## src/rtl/wb_stream_writer_fifo.sv

```systemverilog
// wb_stream_writer_fifo
// Buffers words pushed by the writer's Wishbone read-burst master and drains
// them onto a valid/ready stream. Storage is a dual-pointer RAM with a
// registered synchronous read port that feeds a single output register.
// A word read from the RAM first sits in the RAM read register ("in flight")
// and lands in the output register on the following edge. A new read may be
// issued whenever the output slot is free or is being emptied this cycle.
// Optional feature: define WB_STREAM_WRITER_FIFO_LAST_EN to build the packet
// word counter that drives stream_m_last_o from pkt_len.
module wb_stream_writer_fifo #(
  parameter int WB_DW   = 32,
  parameter int FIFO_AW = 4,
  parameter int PKT_W   = 16
) (
  input  logic               wb_clk_i,
  input  logic               wb_rst_i,
  input  logic [WB_DW-1:0]   fifo_d,
  input  logic               fifo_wr,
  output logic [FIFO_AW-1:0] fifo_cnt,
  output logic               fifo_full,
  output logic               overflow,
  output logic [WB_DW-1:0]   stream_m_data_o,
  output logic               stream_m_valid_o,
  input  logic               stream_m_ready_i,
  output logic               stream_m_last_o,
  input  logic [PKT_W-1:0]   pkt_len
);

  localparam int DEPTH = 2 ** FIFO_AW;
  localparam logic [FIFO_AW:0]   OCC_FULL = (FIFO_AW + 1)'(DEPTH);
  localparam logic [FIFO_AW:0]   OCC_ONE  = (FIFO_AW + 1)'(1);
  localparam logic [FIFO_AW-1:0] PTR_ONE  = FIFO_AW'(1);

  logic [WB_DW-1:0]   mem [DEPTH];
  logic [WB_DW-1:0]   ram_rdata_q;

  logic [FIFO_AW-1:0] wr_ptr_q, wr_ptr_d;
  logic [FIFO_AW-1:0] rd_ptr_q, rd_ptr_d;
  logic [FIFO_AW:0]   occ_q, occ_d;
  logic               inflight_q, inflight_d;
  logic               valid_q, valid_d;
  logic [WB_DW-1:0]   data_q, data_d;
  logic               overflow_q, overflow_d;

  logic full;
  logic transfer;
  logic rd_issue;
  logic land;
  logic wr_accept;

  // Per-cycle handshake decisions: a read needs a stored word and an output
  // slot that is empty or draining; an in-flight word lands under the same
  // slot condition, so the read register is always free when a read issues.
  always_comb begin
    full      = (occ_q == OCC_FULL);
    transfer  = valid_q & stream_m_ready_i;
    rd_issue  = (occ_q != '0) & (~valid_q | stream_m_ready_i);
    land      = inflight_q & (~valid_q | stream_m_ready_i);
    wr_accept = fifo_wr & (~full | rd_issue);
  end

  // Next-state computation for pointers, occupancy, output stage and overflow.
  always_comb begin
    wr_ptr_d   = wr_ptr_q;
    rd_ptr_d   = rd_ptr_q;
    occ_d      = occ_q;
    valid_d    = valid_q;
    data_d     = data_q;
    inflight_d = rd_issue | (inflight_q & ~land);
    overflow_d = overflow_q | (fifo_wr & ~wr_accept);

    if (wr_accept) begin
      wr_ptr_d = wr_ptr_q + PTR_ONE;
    end
    if (rd_issue) begin
      rd_ptr_d = rd_ptr_q + PTR_ONE;
    end

    if (wr_accept && !rd_issue) begin
      occ_d = occ_q + OCC_ONE;
    end else if (!wr_accept && rd_issue) begin
      occ_d = occ_q - OCC_ONE;
    end

    if (land) begin
      valid_d = 1'b1;
      data_d  = ram_rdata_q;
    end else if (transfer) begin
      valid_d = 1'b0;
    end
  end

  // RAM array and its registered read port; contents survive reset.
  always_ff @(posedge wb_clk_i) begin
    if (wr_accept && !wb_rst_i) begin
      mem[wr_ptr_q] <= fifo_d;
    end
    if (rd_issue && !wb_rst_i) begin
      ram_rdata_q <= mem[rd_ptr_q];
    end
  end

  // Control and output registers with synchronous reset.
  always_ff @(posedge wb_clk_i) begin
    if (wb_rst_i) begin
      wr_ptr_q   <= '0;
      rd_ptr_q   <= '0;
      occ_q      <= '0;
      inflight_q <= 1'b0;
      valid_q    <= 1'b0;
      data_q     <= '0;
      overflow_q <= 1'b0;
    end else begin
      wr_ptr_q   <= wr_ptr_d;
      rd_ptr_q   <= rd_ptr_d;
      occ_q      <= occ_d;
      inflight_q <= inflight_d;
      valid_q    <= valid_d;
      data_q     <= data_d;
      overflow_q <= overflow_d;
    end
  end

  assign fifo_cnt         = occ_q[FIFO_AW] ? '1 : occ_q[FIFO_AW-1:0];
  assign fifo_full        = full;
  assign overflow         = overflow_q;
  assign stream_m_data_o  = data_q;
  assign stream_m_valid_o = valid_q;

`ifdef WB_STREAM_WRITER_FIFO_LAST_EN
  localparam logic [PKT_W-1:0] PKT_ONE = PKT_W'(1);

  logic [PKT_W-1:0] pkt_cnt_q, pkt_cnt_d;
  logic [PKT_W-1:0] len_q, len_d;
  logic [PKT_W-1:0] len_eff;
  logic             is_last;

  // Packet word counter; pkt_len is taken live on the first word of a packet
  // and held in len_q for the rest of it.
  always_comb begin
    len_eff   = (pkt_cnt_q == '0) ? pkt_len : len_q;
    is_last   = (len_eff <= PKT_ONE) || (pkt_cnt_q == (len_eff - PKT_ONE));
    pkt_cnt_d = pkt_cnt_q;
    len_d     = len_q;
    if (transfer) begin
      if (pkt_cnt_q == '0) begin
        len_d = pkt_len;
      end
      pkt_cnt_d = is_last ? '0 : (pkt_cnt_q + PKT_ONE);
    end
  end

  // Packet counter registers.
  always_ff @(posedge wb_clk_i) begin
    if (wb_rst_i) begin
      pkt_cnt_q <= '0;
      len_q     <= '0;
    end else begin
      pkt_cnt_q <= pkt_cnt_d;
      len_q     <= len_d;
    end
  end

  assign stream_m_last_o = valid_q & is_last;
`else
  logic unused_pkt_len;
  assign unused_pkt_len  = ^pkt_len;
  assign stream_m_last_o = 1'b0;
`endif

endmodule

```

## config.mk

```make
export PLATFORM = sky130hd
export DESIGN_NAME = wb_stream_writer_fifo
export DESIGN_NICKNAME = d
export VERILOG_FILES = /design/src/rtl/wb_stream_writer_fifo.sv
export SDC_FILE = /design/constraint.sdc
export NUM_CORES = 1
export LEC_CHECK = 0
export ABC_AREA = 1
export BUFFER_PORTS_ARGS = -buffer_cell sky130_fd_sc_hd__buf_2
export CAP_MARGIN = 30
export CORE_ASPECT_RATIO = 0.9
export CORE_MARGIN = 2
export CORE_UTILIZATION = 40
export DETAILED_ROUTE_END_ITERATION = 7
export GPL_TIMING_DRIVEN = 0
export SYNTH_ARGS = -nofsm -noshare
export SYNTH_HDL_FRONTEND = slang
export SYNTH_SLANG_ARGS = --single-unit
```

## constraint.sdc

```tcl
create_clock -name wb_clk_i -period 3.9 [get_ports wb_clk_i]
set_input_delay 0.195 -clock wb_clk_i [delete_from_list [all_inputs] [get_ports wb_clk_i]]
set_output_delay 0.195 -clock wb_clk_i [all_outputs]
set_load 0.01 [all_outputs]
```

# ---- Word-level counts from Yosys, hierarchy flattened
# Memory sizes are Yosys's and may differ from the RTL's. A register that Yosys moved wholly into a read port is not among the register bits.
# Index checks and enable logic that the tools add are counted.
dict set report totals {
  ff_bits 48
  ramBits 512
  in_bits 52
  output_inout_bits 40
  wordCells 44
  n_memories 1
}
# memory words word_bits rd rd_clocked_by_memory_dff write_ports line_no
set mem_list {}
lappend mem_list {mem 16 32 1 1 1 34} ;# logic [WB_DW-1:0] mem [DEPTH];
dict set report op_classes {
  n_addsub 4
  eq_ne 1
  mux 7
  bitwise_logic 14
  n_reduce_logical 10
}
# cell n
set ops {}
lappend ops {{$mux 5} 2}
lappend ops {{$add 4x1->4 const B} 2}
lappend ops {{$and 1x1->1} 6}
lappend ops {{$add 5x1->5 const B} 1}
lappend ops {{$eq 5x5->1 const B} 1}
lappend ops {{$reduce_bool 5->1} 1}
lappend ops {{$sub 5x1->5 const B} 1}
lappend ops {{$logic_and 1x1->1} 4}
lappend ops {{$mux 1} 4}
lappend ops {{$mux 4} 1}
lappend ops {{$not 1->1} 4}
lappend ops {{$or 1x1->1} 4}
lappend ops {{$reduce_bool 2->1} 2}
lappend ops {{$logic_not 1->1} 3}

# ---- Depth between registers and ports, before layout
dict set report logic_depth {
  depth_word 9
  ltp_mapped 15
  mapped_depth_nobuf 15
}

# ---- Least setup slack after synthesis
# Ideal clock, no wire load.
dict set report synth_timing {
  path_kind {reg-to-reg}
  start {register occ_q[1]}
  end {memory mem[10][0] (enable)}
  setup_ps 421
  t_arrival_ps 2410
  required_time_ps 3479
  slack_ps 1068
  stages_incl_launch_ff 8
  path_buffers 1
  period_less_slack_ps 2832
  path_cell_list {dfxtp_1 -> nor2_1 -> nand4_1 -> nand2_1 -> inv_2 -> nand2_2 -> buf_6 -> nor2_1}
}
dict set report synth_between {
  elab_chain_cells 7
  elab_cells_between_ends 9
  classes_between {eq/ne (1); mux (2); bitwise (4); reduce/logical (2)}
}
# element line_no
set synth_lines {}
lappend synth_lines {{start: declaration} 39} ;# logic [FIFO_AW:0] occ_q, occ_d;
lappend synth_lines {{start signal: assignment} 108} ;# occ_q <= '0;
lappend synth_lines {{start signal: assignment} 116} ;# occ_q <= occ_d;
lappend synth_lines {{$reduce_bool 5->1 or $eq 5x5->1 (tied branches)} {57, 55}}
lappend synth_lines {{$and 1x1->1 or $not 1->1 (tied branches)} {57, 59}}
lappend synth_lines {{$or 1x1->1 *} 59} ;# wr_accept = fifo_wr & (~full | rd_issue);
lappend synth_lines {{$and 1x1->1 *} 59}
lappend synth_lines {{$logic_and 1x1->1 *} 95} ;# if (wr_accept && !wb_rst_i) begin
lappend synth_lines {{$mux 1 *} 95}
lappend synth_lines {{$mux 1 (implied by the code) *} 96} ;# mem[wr_ptr_q] <= fifo_d;
lappend synth_lines {{end: declaration} 34}
# Every way passes the cells marked *; elsewhere a longest branch is shown, timed or not.

# ---- Final worst setup path
dict set report layout_timing {
  start {register occ_q[1]}
  end {memory mem[10][3] (enable)}
}
# The elaborated chain is that of the path after synthesis.

==> flow_summary.ini <==
[run_status]
status = completed

[timing]
setup_ws_ns = 1.16
finalClockSkew_ns = 0.0154
tightest_slew_ns = 1.10
tns_ns = 0
rsz0062_at_grt = no
relSlewSlack = 0.265
slew_viol_final = 0
timing.final.crit_share = 0.702
layout_min_cycle_time_ns = 2.74
hold_viol = 0
whs_ns = 0.407
fmax_mhz = 365
setup-violations-final = 0

[worst_hold_path]
hold_class = primary input to flip-flop

[floorplan]
std_cell_rows = 84
dieHeight_um = 234
dieArea_um2 = 60500
start_util = 0.403
core_um2 = 58100
fp.dieW_um = 259
ios = 92

[yosys]
synth.area.top_cells = edfxtp_1 (70%), nand2_1 (6.8%), dfxtp_1 (4.1%)
ys_top_cells_by_count = edfxtp_1 (544), nand2_1 (427), nor2_1 (241)
yosysSeqAreaShare = 0.739
yosys.cell_types.count = 27
synth-async-reset-ratio = 0
syn_nets = 2034
avgSynthCellArea_um2 = 11.9
syn-cell-area_um2 = 23400
synth_top_area_cell = edfxtp_1
synth_top_cell_area_share = 0.698
synth-seq-cells = 592
synth_edf_count = 544
synthCells = 1972
synthFlopType = edfxtp_1
synth.most_common_cell = edfxtp_1
yosys_warnings = 0

[worst_setup_path]
r2r_slack_ns = 1.16
path_buf_inv = 3
path_cells = nor2_1 -> nand4_1 -> nand2_1 -> inv_2 -> nand2_2 -> buf_6 -> nor2_4 -> buf_16
cp-startpoint = occ_q[1]$_SDFFE_PP0P_
arrival_ns = 3.05
slowest_delay_ns = 0.68
crit_type = flip-flop to flip-flop
r2r_end = mem[10][3]$_DFFE_PP_
path_depth = 8
endpoint_kind = flip-flop
cp.required_ns = 4.21
slowest_stage = nor2_4
crit_path_start_kind = flip-flop
crit_family = simple AND/OR/NAND/NOR gates
worstPathMaxFanout = 22
r2r_cells = 8
r2r-start = occ_q[1]$_SDFFE_PP0P_
critPathCapture = mem[10][3]$_DFFE_PP_

[grt]
grt_usage = 0.224
grt-ovfl-total = 0
grt_max_degree = 26
antenna_found_initial = 0
grt_pass1_wl_mm = 97.8
grt_pass1_vias = 14875

[final_layout]
n_antenna_cell = 0
nFillCells = 5116
final_util = 0.475
num-nets-final = 2223
syn2layout_area_growth_pct = 17.8
drive_gt1_frac = 0.126
finalNonFillerCells = 2985
design_area_um2 = 27600

[cts]
insertion_delay_ns = 0.62
post_cts_buffers = 0
cts-root-buf = clkbuf_16
cts_buffer_depth = 3
cts.sinks = 592
cts_tree = built
path_clk_slew_ns = 0.06
postCtsHoldBufs = 35
cts_made_buffers = 60
cts_htree_levels = 2
post_cts_resized = 0

[placement]
post-place-ws_ns = 1.18
dp_hpwl_mm = 44.0
io_buffers = 74
place.gp.congestion = 0.838
dp.cells = 2838
place_area_um2 = 25300

[pwr]
leakage_nw = 10.2
ir_drop_v = 0.000336
p_total_mw = 18.2
power_density_nw_per_um2 = 659

[drt]
routed_wirelength_mm = 68.0
drc = 0
first_pass_iters = 5
drt_iter0_markers = 2032
num_vias = 15949
vias_per_cell = 5.34
wire_per_inst_um = 22.8
drtAntennaViolNets = 0

[flow_run]
cap_violations = 0
how the worst min path moves through the flow:
stage | start | to | depth (start not counted)
6_report | stream_m_ready_i | flip-flop | 5
5_1_grt | wb_rst_i | occ_q[2]$_SDFFE_PP0P_ | 5
4_1_cts | wb_rst_i | occ_q[2]$_SDFFE_PP0P_ | 5
3_5_place_dp | flip-flop | flip-flop | 2
3_3_place_gp | overflow$_SDFF_PP0_ | overflow$_SDFF_PP0_ | 2
2_1_floorplan | fifo_d[0] | mem[0][0]$_DFFE_PP_ | 0
cell type report:
type                            instances  area (um^2)  area share
Clock inverter                         36          262     0.00948
Buffer                                111          559      0.0203
Multi-Input combinational cell       1165         5300       0.192
Clock buffer                           76         1710      0.0619
Timing Repair Buffer                  127         1110      0.0402
Inverter                              104          390      0.0141
Sequential cell                       592        17300       0.627
Tap cell                              774          968      0.0351
sequential cells by signal, indices dropped and copies added, names as in the netlist, named ones only:
name / count
stream_m_data_o: 32
rd_ptr_q: 4
wr_ptr_q: 4
mem: 512
occ_q: 5
ram_rdata_q: 32
overflow: 1
stream_m_valid_o: 1
cells by family after synthesis:
kind of cell               share of synthesized area
adders and majority gates                    0.00566
AOI/OAI and AO/OA                             0.0685
xor gates and xnor gates                     0.00150
and+or+nand+nor                                0.145
buffers and inverters                         0.0406
other                                       0.000160
DFF                                            0.739
where the power goes:
group          total, mW  leakage [nW]  internal [mW]  switching (mW)
registers           7.52          5.31           7.38           0.144
logic               4.92          3.92           1.31            3.61
clock network       5.74         0.977           3.29            2.45
total               18.2          10.2           12.0            6.20
routing by layer:
layer,wire length [um],global-route usage,share of wire
met5,0,0,0
met1,28200,0.304,0.41
met3,6530,0.0513,0.096
met4,2330,0.0780,0.034
met2,30900,0.356,0.45
worst reg2reg max path, stage by stage, from the launching register on:
cell and delay, ns:
dfxtp_1 0.43, nor2_1 0.10, nand4_1 0.21, nand2_1 0.15, inv_2 0.12, nand2_2 0.22, buf_6 0.27, nor2_4 0.69
buf_16 0.25
cell usage in the layout, fill, tap and decap left out, types with 35 or more instances in the layout:
master / count
inv_1: 100
a21oi_1: 135
o21ai_0: 132
nand2_1: 427
nor2_1: 224
nand3_1: 166
edfxtp_1: 544
dfxtp_1: 48
dlygate4sd3_1: 35
clkbuf_1: 44
clkbuf_16: 66
buf_2: 128
Note: power is estimated with default switching activity, not from simulation.
